$ cat src/rtl/led_scan_ctrl.sv
// led_scan_ctrl: 8x4 LED matrix scanner with 3-bit PWM.
// Frame updates are double-buffered and commit only at frame boundaries.
//
// Ports:
//   clk, resetn        clock, async active-low reset
//   en                 scan enable (low: LEDs off, counters hold)
//   upd_valid/ready    frame update handshake
//   upd_data[31:0]     frame, bits [8c+7:8c] = column c, bit r = row r
//   upd_pwm[2:0]       brightness 0..7
//   frame_start        1-cycle pulse at column 0 phase 0
//   led_row[7:0]       row drive, active-low
//   led_col[3:0]       column select, one-hot-low
//
// Build option: LED_SCAN_BLANK_EN keeps phase 0 dark (max duty 7/8).
// Without it the lit window is phase <= pwm (duty (pwm+1)/8).
`timescale 1ns/1ps

module led_scan_ctrl #(
  parameter int DIV = 186
) (
  input  logic        clk,
  input  logic        resetn,
  input  logic        en,
  input  logic        upd_valid,
  output logic        upd_ready,
  input  logic [31:0] upd_data,
  input  logic [2:0]  upd_pwm,
  output logic        frame_start,
  output logic [7:0]  led_row,
  output logic [3:0]  led_col
);

  localparam int PW = $clog2(DIV);
  localparam logic [PW-1:0] PRE_MAX = PW'(DIV - 1);

  localparam logic [0:0] S_EMPTY   = 1'b0;
  localparam logic [0:0] S_PENDING = 1'b1;

  logic [PW-1:0] pre;
  logic [2:0]    phase;
  logic [1:0]    col;
  logic          run;
  logic [0:0]    state;

  logic [31:0]   pend_data;
  logic [2:0]    pend_pwm;
  logic [31:0]   act_data;
  logic [2:0]    act_pwm;

  logic          step;
  logic          tick;
  logic          boundary;
  logic          accept;
  logic          lit;
  logic [7:0]    col_bits;
  logic [7:0]    row_n;
  logic [3:0]    col_n;
  logic          at_start;

  // run holds the scan off for the first edge after reset so the
  // first column-0 slot appears from the second edge with full length.
  assign step     = en & run;
  assign tick     = step & (pre == PRE_MAX);
  assign boundary = tick & (col == 2'd3) & (phase == 3'd7);

  assign upd_ready = (state == S_EMPTY);
  assign accept    = upd_valid & upd_ready;

  assign col_bits = act_data[{col, 3'b000} +: 8];

`ifdef LED_SCAN_BLANK_EN
  assign lit = (phase != 3'd0) & (phase <= act_pwm);
`else
  assign lit = (phase <= act_pwm);
`endif

  assign row_n    = ~(col_bits & {8{lit}});
  assign col_n    = ~(4'b0001 << col);
  assign at_start = (pre == '0) & (phase == 3'd0) & (col == 2'd0);

  always_ff @(posedge clk or negedge resetn) begin
    if (!resetn) begin
      run <= 1'b0;
    end else begin
      run <= 1'b1;
    end
  end

  always_ff @(posedge clk or negedge resetn) begin
    if (!resetn) begin
      pre   <= '0;
      phase <= 3'd0;
      col   <= 2'd0;
    end else if (step) begin
      if (pre == PRE_MAX) begin
        pre <= '0;
      end else begin
        pre <= pre + 1'b1;
      end
      if (tick) begin
        phase <= phase + 3'd1;
        if (phase == 3'd7) begin
          col <= col + 2'd1;
        end
      end
    end
  end

  always_ff @(posedge clk or negedge resetn) begin
    if (!resetn) begin
      led_row     <= 8'hFF;
      led_col     <= 4'hF;
      frame_start <= 1'b0;
    end else if (step) begin
      led_row     <= row_n;
      led_col     <= col_n;
      frame_start <= at_start;
    end else begin
      led_row     <= 8'hFF;
      led_col     <= 4'hF;
      frame_start <= 1'b0;
    end
  end

  // An accept on a boundary tick lands in pending only; commit needs
  // a later boundary, so a frame never shows half-old, half-new data.
  always_ff @(posedge clk or negedge resetn) begin
    if (!resetn) begin
      state     <= S_EMPTY;
      pend_data <= 32'd0;
      pend_pwm  <= 3'd0;
      act_data  <= 32'd0;
      act_pwm   <= 3'd7;
    end else begin
      unique case (1'b1)
        (state == S_EMPTY): begin
          if (accept) begin
            pend_data <= upd_data;
            pend_pwm  <= upd_pwm;
            state     <= S_PENDING;
          end
        end
        (state == S_PENDING): begin
          if (boundary) begin
            act_data <= pend_data;
            act_pwm  <= pend_pwm;
            state    <= S_EMPTY;
          end
        end
        default: ;
      endcase
    end
  end

endmodule

$ cat config.mk
export PLATFORM = sky130hd
export DESIGN_NAME = led_scan_ctrl
export DESIGN_NICKNAME = d
export VERILOG_FILES = /design/src/rtl/led_scan_ctrl.sv
export SDC_FILE = /design/constraint.sdc
export NUM_CORES = 1
export LEC_CHECK = 0
export BUFFER_PORTS_ARGS = -buffer_cell sky130_fd_sc_hd__buf_2
export CAP_MARGIN = 20
export CELL_PAD_IN_SITES_DETAIL_PLACEMENT = 0
export CELL_PAD_IN_SITES_GLOBAL_PLACEMENT = 2
export CORE_MARGIN = 8
export CORE_UTILIZATION = 35
export CTS_BUF_LIST = sky130_fd_sc_hd__clkbuf_4
export CTS_CLUSTER_SIZE = 30
export DETAILED_ROUTE_END_ITERATION = 7
export HOLD_SLACK_MARGIN = 0.08
export PLACE_DENSITY_LB_ADDON = 0.2
export REMOVE_ABC_BUFFERS = 1
export SLEW_MARGIN = 20
export SYNTH_ARGS = -nofsm -noshare
export SYNTH_HDL_FRONTEND = slang
export SYNTH_SLANG_ARGS = --single-unit
$ cat constraint.sdc
create_clock -name clk -period 2.4 [get_ports clk]
set_clock_uncertainty 0.15 [all_clocks]
set_input_delay 0.12 -clock clk [delete_from_list [all_inputs] [get_ports clk]]
set_output_delay 0.12 -clock clk [all_outputs]
set_load 0.01 [all_outputs]
======== Word-level counts from Yosys, hierarchy flattened ========
Cells that the tools add are included.
storage, ports and cells
  register bits ........................... 98
  bits in latches ......................... 0
  RAM bits ................................ 0
  ROM bits ................................ 0
  bits of input ports ..................... 39
  output and inout bits ................... 14
  logic and storage cells ................. 46
  memories kept ........................... 0
cells by class
  $add $sub $neg .......................... 3
  multiply operators ...................... 0
  div/mod/pow operators ................... 0
  magnitude comparators ................... 1
  equality and inequality tests ........... 3
  shifts and indexed selects .............. 2
  multiplexer cells ....................... 7
  bitwise operators ....................... 11
  reduce and logical (&&, ||, !) cells .... 7
operators with widths
  cell                                                                number
  32-bit by 6-bit indexed part select with 8-bit output               1
  8-bit two-way mux                                                   2
  8-bit by 1-bit adder with 8-bit output (second input constant)      1
  8-bit AND                                                           1
  8-bit == test (second input constant)                               1
  8-bit zero test                                                     1
  8-bit inverter                                                      1
  1-bit AND                                                           7
  2-bit AND reduction                                                 3
  4-bit two-way mux                                                   1
  4-bit inverter                                                      1
  1-bit by 2-bit << shifter with 4-bit output (first input constant)  1
  3-bit by 1-bit adder with 3-bit output (second input constant)      1
  3-bit == test (second input constant)                               1
  3-bit <= comparator                                                 1
  3-bit zero test                                                     1
  1-bit two-way mux                                                   3
  3-bit AND reduction                                                 1
  2-bit by 1-bit adder with 2-bit output (second input constant)      1
  2-bit == test (second input constant)                               1
  2-bit zero test                                                     1
  1-bit case mux with 2 select lines                                  1
  1-bit inverter                                                      1

======== Logic depth before layout (Yosys ltp) ========
Gate-level depths: netlist of the first run.
  depth in word-level cells ............... 6
  depth in mapped cells ................... 7
  mapped depth without buffers ............ 5

======== Least setup slack after synthesis of the first run ========
Ideal clock, no wire load.
  kind .................................... reg2reg
  from .................................... reg pre[1]
  to ...................................... reg act_data[0]
  library setup time ...................... 125 ps
  arrival time ............................ 1912 ps
  data required time ...................... 2125 ps
  path slack .............................. 214 ps
  stages on the path, launching flop included .. 8
  path buffers ............................ 2
  clock period less this slack ............ 2186 ps
  cells stage by stage .................... dfrtp_1 > inv_1 > ha_1 > nand4bb_1 > buf_4 > nor4_4 > buf_6 > mux2_2
on the way
  cells in the longest elaborated chain, start to end .. 5
RTL lines
  item                           line  text
  start, declared                39    logic [PW-1:0] pre;
  start signal, assigned         98    pre <= pre + 1'b1;
  8-bit == test                  63    assign tick = step & (pre == PRE_MAX);
  1-bit AND                      63
  1-bit AND (2 in a row)         64    assign boundary = tick & (col == 2'd3) & (phase == 3'd7);
  2-bit AND reduction (no line)  -
  end signal, assigned           145   act_data <= pend_data;
  end, declared                  47    logic [31:0] act_data;
Every way passes these cells.
A chain may end at the register's enable or synchronous reset.

======== Worst setup path in the final report of the first run ========
  from .................................... reg pre[1]
  to ...................................... reg act_data[9]
Same word-level chain as after synthesis.

==> results.json, run 1 <==
{
  "numClockSinks": 98,
  "post_drt_wl_per_cell_um": 15.1,
  "ios": 53,
  "antenna_cells": 0,
  "drtIter0Drc": 105,
  "dieWidth_um": 125,
  "h-tree-depth": 3,
  "die_area_um2": 15600,
  "power_w": 0.00299,
  "portBuffers": 52,
  "post-route-period-util_pct": 88.1,
  "power_frac_clock_pct": 27.1,
  "synth.avg_cell_area_um2": 15.1,
  "crit_arrival_ns": 2.30,
  "layout-drive-gt1-share_pct": 45.7,
  "ys_seq_area_share_pct": 59.7,
  "slew_headroom_pct": 52.9,
  "antenna_found_initial": 0,
  "rsz0062_at_grt": "no",
  "antenna_left": 0,
  "ys.warnings.count": 0,
  "place.gp.congestion": 0.729,
  "worstSetupPathType": "register to register",
  "num_rows": 39,
  "drv_cap": 0,
  "crit_required_ns": 2.59,
  "hold_class": "primary input to async pin",
  "netSwitchingPower_w": 0.000811,
  "end_kind": "register",
  "syn_area_um2": 4140,
  "synth_cell_types": 40,
  "avgViaCountPerCell": 4.84,
  "path_depth": 6,
  "synthCells": 274,
  "cts_tree": "built",
  "slowest_stage": "dfrtp_1",
  "grt_start_max_net_pins": 56,
  "startpoint_type": "register",
  "clk_pin_slew_ns": 0.16,
  "worst_path_largest_cell_delay_ns": 0.44,
  "pre_cts_ws_ns": 0.311,
  "nNetsFinal": 432,
  "r2r_cells": 6,
  "p_sw_share_pct": 27.1,
  "area_growth_pct": 25.5,
  "r2r_slack_ns": 0.29,
  "start_util_pct": 36.1,
  "r2r-start": "pre[1]",
  "path_buf_inv": 2,
  "cts-buffers-inserted": 9,
  "drc": 0,
  "setup_viol": 0,
  "power_density_nw_per_um2": 575,
  "fin_ws_ns": 0.286,
  "tightest_slew_ns": 0.706,
  "clock.fmax_ghz": 0.473,
  "status": "complete, no violations",
  "grt-ovfl-total": 0,
  "p_int_w": 0.00218,
  "fillers": 1074,
  "grtUsageTotal_pct": 11.0,
  "core_area_um2": 11500,
  "p_leak_nw": 2.39,
  "peakVddDrop_mv": 0.251,
  "cts_setup_buffers": 0,
  "worstPathMaxFanout": 36,
  "timing.rr.end": "act_data[9]",
  "cp_top_family": "simple AND/OR/NAND/NOR gates",
  "finalCriticalPeriod_ns": 2.11,
  "drv_slew": 0,
  "p_seq_share_pct": 62.0,
  "num_vias": 2554,
  "comb_power_share_pct": 11.0,
  "grt_pass1_wl_um": 14100,
  "dieHeight_um": 125,
  "dpl.hpwl_um": 5600,
  "root_buffer": "clkbuf_4",
  "finalHoldViolations": 0,
  "grt_pass1_vias": 2760,
  "path_cells": "inv_1 -> ha_1 -> nand4bb_1 -> nor4_4 -> buf_12 -> mux2_2",
  "ys_seq_elements": 98,
  "clock_latency_ns": 0.44,
  "drtPass1Iterations": 4,
  "cts_buffer_depth": 2,
  "wirelength_um": 7950
}
cell type report:
| cell class | count | area [µm²] | share of cell area [%] |
|---|---|---|---|
| Sequential cell | 98 | 2470 | 47.6 |
| Multi-Input combinational cell | 153 | 1560 | 30.1 |
| Timing Repair Buffer | 106 | 811 | 15.6 |
| Tap cell | 143 | 179 | 3.44 |
| Clock buffer | 9 | 67.6 | 1.30 |
| Clock inverter | 7 | 60.1 | 1.16 |
| Inverter | 12 | 45.0 | 0.867 |
worst register-to-register path: cells and delay by family (launching register included):
| kind | cells | cell delay (ns) |
|---|---|---|
| fa+ha+maj | 1 | 0.16 |
| buf+inv | 2 | 0.38 |
| flops | 1 | 0.44 |
| mux | 1 | 0.38 |
| simple gates | 2 | 0.52 |
worst max-delay path by stage:
stage               slack, ns           end   start
floorplan               -0.55   act_data[0]  pre[1]
global placement         0.38  act_data[11]  pre[1]
detailed placement       0.31   act_data[1]  pre[1]
CTS                      0.28   act_data[9]  pre[1]
global route             0.18   act_data[3]  pre[1]
finish                   0.29   act_data[9]  pre[1]
synth_stat cells (all sizes together):
master   instances  area share (%)
o211ai          10             1.8
nand4            2            0.30
o21ai            6            0.73
xor2             1            0.21
ha              13             3.9
nand2b           1            0.15
nor2b            1            0.15
inv             12             1.1
and2             1            0.15
o21bai           1            0.18
a21o             1            0.18
a21oi            1            0.12
dfrtp           83              50
mux2            73              20
nand3            7            0.97
nor4             4            0.97
conb             1           0.091
nor4b            1            0.21
buf              7             1.3
a211o            1            0.21
o311ai           1            0.21
dfstp           15             9.5
a211oi           2            0.36
mux4             8             4.4
or3              1            0.15
or3b             1            0.21
nand2            6            0.54
nand4bb          1            0.27
and4b            1            0.24
nor3             1            0.12
xnor2            2            0.42
nor2             3            0.27
or4              1            0.18
clkbuf           4            0.36
registers in the layout, summed over array words and instances (netlist names):
signal and cells:
act_data 32, act_pwm 3, col 2, frame_start 1
led_col 4, led_row 8, pend_data 32, pend_pwm 3
phase 3, pre 8, run 1, state 1
what timing repair did:
action	in CTS	in global routing
resized for setup	0	0
hold buffers	42	0
endpoints found under the hold margin	130	0
cell families after synthesis:
group,share of synthesized area (%)
AO/OA/AOI/OAI,3.81
XOR/XNOR,0.635
adder cells (fa/ha/maj),3.93
buffers and inverters,2.72
flip-flops,59.7
multiplexers,24.2
other,0.0906
AND/OR/NAND/NOR,4.90
cell usage in the layout, fill, tap and decap left out, types with 8 or more instances in the layout:
cell           instances
dlygate4sd3_1         42
ha_1                  13
inv_1                 12
dfstp_2               15
buf_4                 10
mux4_2                 8
mux2_2                70
o211ai_1              10
buf_2                 51
clkbuf_4               9
dfrtp_1               83
metrics by stage:
step	cell area [µm²]	std cells	hold slack, ns	setup TNS, ns	utilization (%)
4_1_cts	5200	528	0.0962	0	45.3
3_5_place_dp	4650	470	0.0713	0	40.5
5_1_grt	5200	528	0.123	0	45.3
6_report	5200	528	0.0874	0	45.3
2_1_floorplan	4070	263	-0.326	-28.86	-
3_3_place_gp	4650	470	0.0717	0	40.5
layer usage:
| layer | part of all wire [%] | routed length, µm | vias up | GRT usage, % |
|---|---|---|---|---|
| met5 | 0 | 0 | - | 0 |
| met4 | 1.3 | 106 | 0 | 4.25 |
| met3 | 3.7 | 293 | 10 | 2.94 |
| met2 | 48 | 3830 | 40 | 18.1 |
| met1 | 47 | 3720 | 1297 | 13.5 |
| li1 | - | - | 1207 | - |
power by group through the flow:
stage	logic [W]	registers, W	clock network (W)
6_report	0.000328	0.00185	0.000808
5_1_grt	0.000366	0.00187	0.000931
4_1_cts	0.000335	0.00185	0.000857
3_5_place_dp	0.000277	0.00188	0
3_3_place_gp	0.000270	0.00188	0
2_1_floorplan	0.000159	0.00185	0
Power figures use the tool's default switching activity.
==> run 2, diff against run 1 <==
Settings changed: RECOVER_POWER set to 100.
==> results.json, run 2 (synthesis gave the netlist of run 1 again) <==
{
  "status": "complete, no violations",
  "cts_tree": "built",
  "dieHeight_um": 125,
  "post-route-period-util_pct": 91.7,
  "wirelength_um": 7950,
  "worstPathMaxFanout": 5,
  "layout_commonest_cell": "dfrtp_1",
  "setup_viol": 0,
  "grtUsageTotal_pct": 11.0,
  "worstSetupPathType": "register to register",
  "r2r_cells": 3,
  "multi_input_area_um2": 1560,
  "hp-start": "upd_data[14]",
  "cts_buffer_depth": 2,
  "worstHoldEndpoint": "pend_data[14]",
  "area_growth_pct": 24.5,
  "ios": 53,
  "layout_common_cells": "dfrtp_1, mux2_2, dlygate4sd3_1",
  "fin_ws_ns": 0.198,
  "drc": 0,
  "path_buf_inv": 1,
  "path_cells": "nor2b_1 -> mux2_2 -> dlygate4sd3_1",
  "h-tree-depth": 3,
  "p_leak_nw": 2.35,
  "layout-drive-gt1-share_pct": 40.5,
  "clock_latency_ns": 0.44,
  "nNetsFinal": 432,
  "top_regs": "act_data x32, pend_data x32",
  "pre_cts_ws_ns": 0.311,
  "grt-ovfl-total": 0,
  "slowest_stage": "dlygate4sd3_1",
  "postPlaceCellArea_um2": 4650,
  "grt_pass1_vias": 2760,
  "worst_path_largest_cell_delay_ns": 0.56,
  "timing.rr.end": "pend_pwm[0]",
  "r2r-start": "state",
  "dpl.hpwl_um": 5600,
  "whs_ns": 0.271,
  "hold_class": "primary input to register",
  "post_drt_wl_per_cell_um": 15.1,
  "startpoint_type": "register",
  "end_kind": "register",
  "avgViaCountPerCell": 4.83,
  "start_util_pct": 36.1,
  "cts-buffers-inserted": 9,
  "dieWidth_um": 125,
  "power_w": 0.00298,
  "crit_required_ns": 2.58,
  "crit_arrival_ns": 2.38,
  "drtPass1Iterations": 4,
  "numClockSinks": 98,
  "drv_slew": 0,
  "portBuffers": 52,
  "antenna_left": 0,
  "place.gp.congestion": 0.729,
  "cts_setup_buffers": 0,
  "antenna_cells": 0,
  "finalCriticalPeriod_ns": 2.20,
  "fillers": 1079,
  "core_area_um2": 11500,
  "finalNonFillerCells": 528,
  "finalHoldViolations": 0,
  "cp_top_family": "buffers and inverters",
  "slew_headroom_pct": 8.86,
  "drv_cap": 0,
  "num_rows": 39,
  "power_density_nw_per_um2": 579,
  "peakVddDrop_mv": 0.251,
  "drtIter0Drc": 97,
  "r2r_slack_ns": 0.20,
  "grt_start_max_net_pins": 56,
  "root_buffer": "clkbuf_4",
  "rsz0062_at_grt": "no",
  "fin_area_um2": 5150,
  "antenna_found_initial": 0,
  "regArea_um2": 2470,
  "grt_pass1_wl_um": 14100,
  "placed_cells": 470,
  "holdPathStages": 3,
  "clock.fmax_ghz": 0.454,
  "clk_pin_slew_ns": 0.16,
  "die_area_um2": 15600,
  "tightest_slew_ns": 1.37,
  "num_vias": 2552
}
==> run 2: cell type report <==
cell class / count / area share, %
inverter: 12 / 0.874
sequential: 98 / 47.9
clock inverter: 7 / 1.17
clock buffer: 9 / 1.31
timing repair buffer: 106 / 15.1
multi-input combinational: 153 / 30.2
tap: 143 / 3.47
==> run 2: how the worst max path moves through the flow <==
stage,to,start,depth (start not counted)
after floorplan,act_data[0],pre[1],5
after global placement,act_data[11],pre[1],6
after detailed placement,act_data[1],pre[1],6
after CTS,act_data[9],pre[1],6
after global routing,pend_pwm[1],state,3
final,pend_pwm[0],state,3
==> run 2: metal layers <==
layer,wire length (µm),track usage [%],vias to the layer above
met5,0,0,-
met4,104,4.25,0
met3,286,2.94,10
met2,3840,18.1,39
met1,3720,13.5,1294
li1,-,-,1209
==> run 2: worst reg2reg max path: stages (launching register included) <==
cell           delay [ns]
dfrtp_1              0.46
nor2b_1              0.55
mux2_2               0.40
dlygate4sd3_1        0.56
==> run 2: timing repair <==
item | CTS | global route
endpoints found under the hold margin | 130 | 0
gates resized for setup | 0 | 0
hold buffers | 42 | 0
==> run 2: metrics by stage <==
stage / TNS (ns) / utilization [%]
2_1_floorplan: -28.86 / -
4_1_cts: 0 / 45.3
3_3_place_gp: 0 / 40.5
5_1_grt: 0 / 44.9
6_report: 0 / 44.9
3_5_place_dp: 0 / 40.5
==> run 2: power breakdown <==
part / leakage, nW / total [W] / switching [W] / internal, W
clock: 0.0719 / 0.000807 / 0.000575 / 0.000232
combinational: 1.05 / 0.000326 / 0.000144 / 0.000182
sequential: 1.23 / 0.00185 / 0.0000903 / 0.00176
==> run 3, diff against run 2 <==
Settings changed: PLACE_DENSITY set to 0.74, PLACE_DENSITY_LB_ADDON 0.2 to unset.
Clock period 2.4 ns to 2.07 ns, I/O delays scaled along.
==> results.json, run 3 (synthesis gave the netlist of run 1 again) <==
{
  "tightest_slew_ns": 0.768,
  "rsz0062_at_grt": "yes",
  "worstSetupPathType": "register to register",
  "clock.fmax_ghz": 0.489,
  "grtUsageTotal_pct": 11.1,
  "layout_commonest_cell": "dfrtp_1",
  "core_area_um2": 11500,
  "p_leak_nw": 2.44,
  "antenna_cells": 0,
  "dieWidth_um": 125,
  "hold_class": "primary input to register",
  "finalCriticalPeriod_ns": 2.05,
  "fin_ws_ns": 0.0245,
  "worstPathMaxFanout": 7,
  "finalHoldViolations": 0,
  "cts_tree": "built",
  "antenna_left": 0,
  "ios": 53,
  "whs_ns": 0.259,
  "startpoint_type": "register",
  "start_util_pct": 36.1,
  "cts-buffers-inserted": 9,
  "power_density_nw_per_um2": 671,
  "fillers": 1043,
  "post-route-period-util_pct": 98.8,
  "clock_latency_ns": 0.45,
  "finalNonFillerCells": 538,
  "slew_headroom_pct": 48.8,
  "num_vias": 2586,
  "grt_start_max_net_pins": 46,
  "pre_cts_ws_ns": 0.0289,
  "h-tree-depth": 3,
  "place.gp.congestion": 0.758,
  "drv_slew": 0,
  "drc": 0,
  "drtPass1Iterations": 4,
  "cts_buffer_depth": 2,
  "numClockSinks": 98,
  "clk_pin_slew_ns": 0.14,
  "end_kind": "register",
  "drtIter0Drc": 117,
  "area_growth_pct": 29.7,
  "grt-ovfl-total": 0,
  "layout_common_cells": "dfrtp_1, mux2_2, dlygate4sd3_1",
  "wirelength_um": 8740,
  "grt_pass1_vias": 2769,
  "drv_cap": 0,
  "dpl.hpwl_um": 5430,
  "antenna_found_initial": 0,
  "die_area_um2": 15600,
  "status": "complete, no violations",
  "portBuffers": 52,
  "root_buffer": "clkbuf_4",
  "grt_pass1_wl_um": 14000,
  "layout-drive-gt1-share_pct": 45.6,
  "top_regs": "act_data x32, pend_data x32",
  "post_drt_wl_per_cell_um": 16.3,
  "nNetsFinal": 442,
  "crit_required_ns": 2.26,
  "dieHeight_um": 125,
  "avgViaCountPerCell": 4.81,
  "num_rows": 39,
  "r2r_slack_ns": 0.02,
  "setup_viol": 0,
  "peakVddDrop_mv": 0.411,
  "placed_cells": 474,
  "crit_arrival_ns": 2.24
}
run 3: per-stage QoR:
step                instance area, µm²  setup TNS, ns  total power, W  util (%)
finish                            5370              0         0.00360      46.8
global route                      5370         -0.801         0.00380      46.8
floorplan                         4070         -52.29         0.00233         -
detailed placement                4680              0         0.00255      40.8
CTS                               5220              0         0.00366      45.5
global placement                  4680              0         0.00254      40.8
run 3: worst max-delay path, cell delays in order (launching register included):
cell and delay [ns]:
dfrtp_1 0.42, ha_2 0.21, ha_4 0.15, nand2_4 0.05
nor4_4 0.27, buf_6 0.21, clkbuf_16 0.17, mux2_2 0.32
run 3: area by class of cell:
type | instances | area [µm²] | share of cell area (%)
multi-input combinational | 153 | 1640 | 30.5
clock buffer | 11 | 82.6 | 1.54
inverter | 12 | 45.0 | 0.839
timing repair buffer | 116 | 892 | 16.6
clock inverter | 5 | 61.3 | 1.14
sequential | 98 | 2470 | 46.0
tap | 143 | 179 | 3.33
run 3: power breakdown:
group / internal (W) / switching (W)
Sequential: 0.00204 / 0.0000849
Combinational: 0.000227 / 0.000207
Clock: 0.000406 / 0.000635
Total: 0.00267 / 0.000927
run 3: what timing repair did:
action / CTS / global route
hold buffers: 39 / 0
pin swaps: 0 / 2
setup endpoints to repair: 2 / 35
hold endpoints to repair: 135 / 0
cloned: 0 / 6
buffers inserted: 0 / 3
gates resized for setup: 1 / 21
run 3: path summary, 6_finish.rpt:
check / start / end / cells after the start
hold reg to reg: act_data[20] / act_data[20] / 1
setup reg to reg: phase[1] / act_data[0] / 7
setup / recovery: phase[1] / act_data[0] / 7
hold / removal: upd_data[26] / pend_data[26] / 3
max in group asynchronous: resetn / act_data[31] / 3
min in group asynchronous: resetn / act_pwm[2] / 2
run 3: metal layers:
| layer | global-route usage (%) | part of all wire (%) | up-vias |
|---|---|---|---|
| met4 | 3.40 | 1.2 | 0 |
| met2 | 16.8 | 46 | 53 |
| met3 | 3.57 | 4.7 | 10 |
| li1 | - | - | 1223 |
| met1 | 14.6 | 48 | 1300 |
| met5 | 0 | 0 | - |
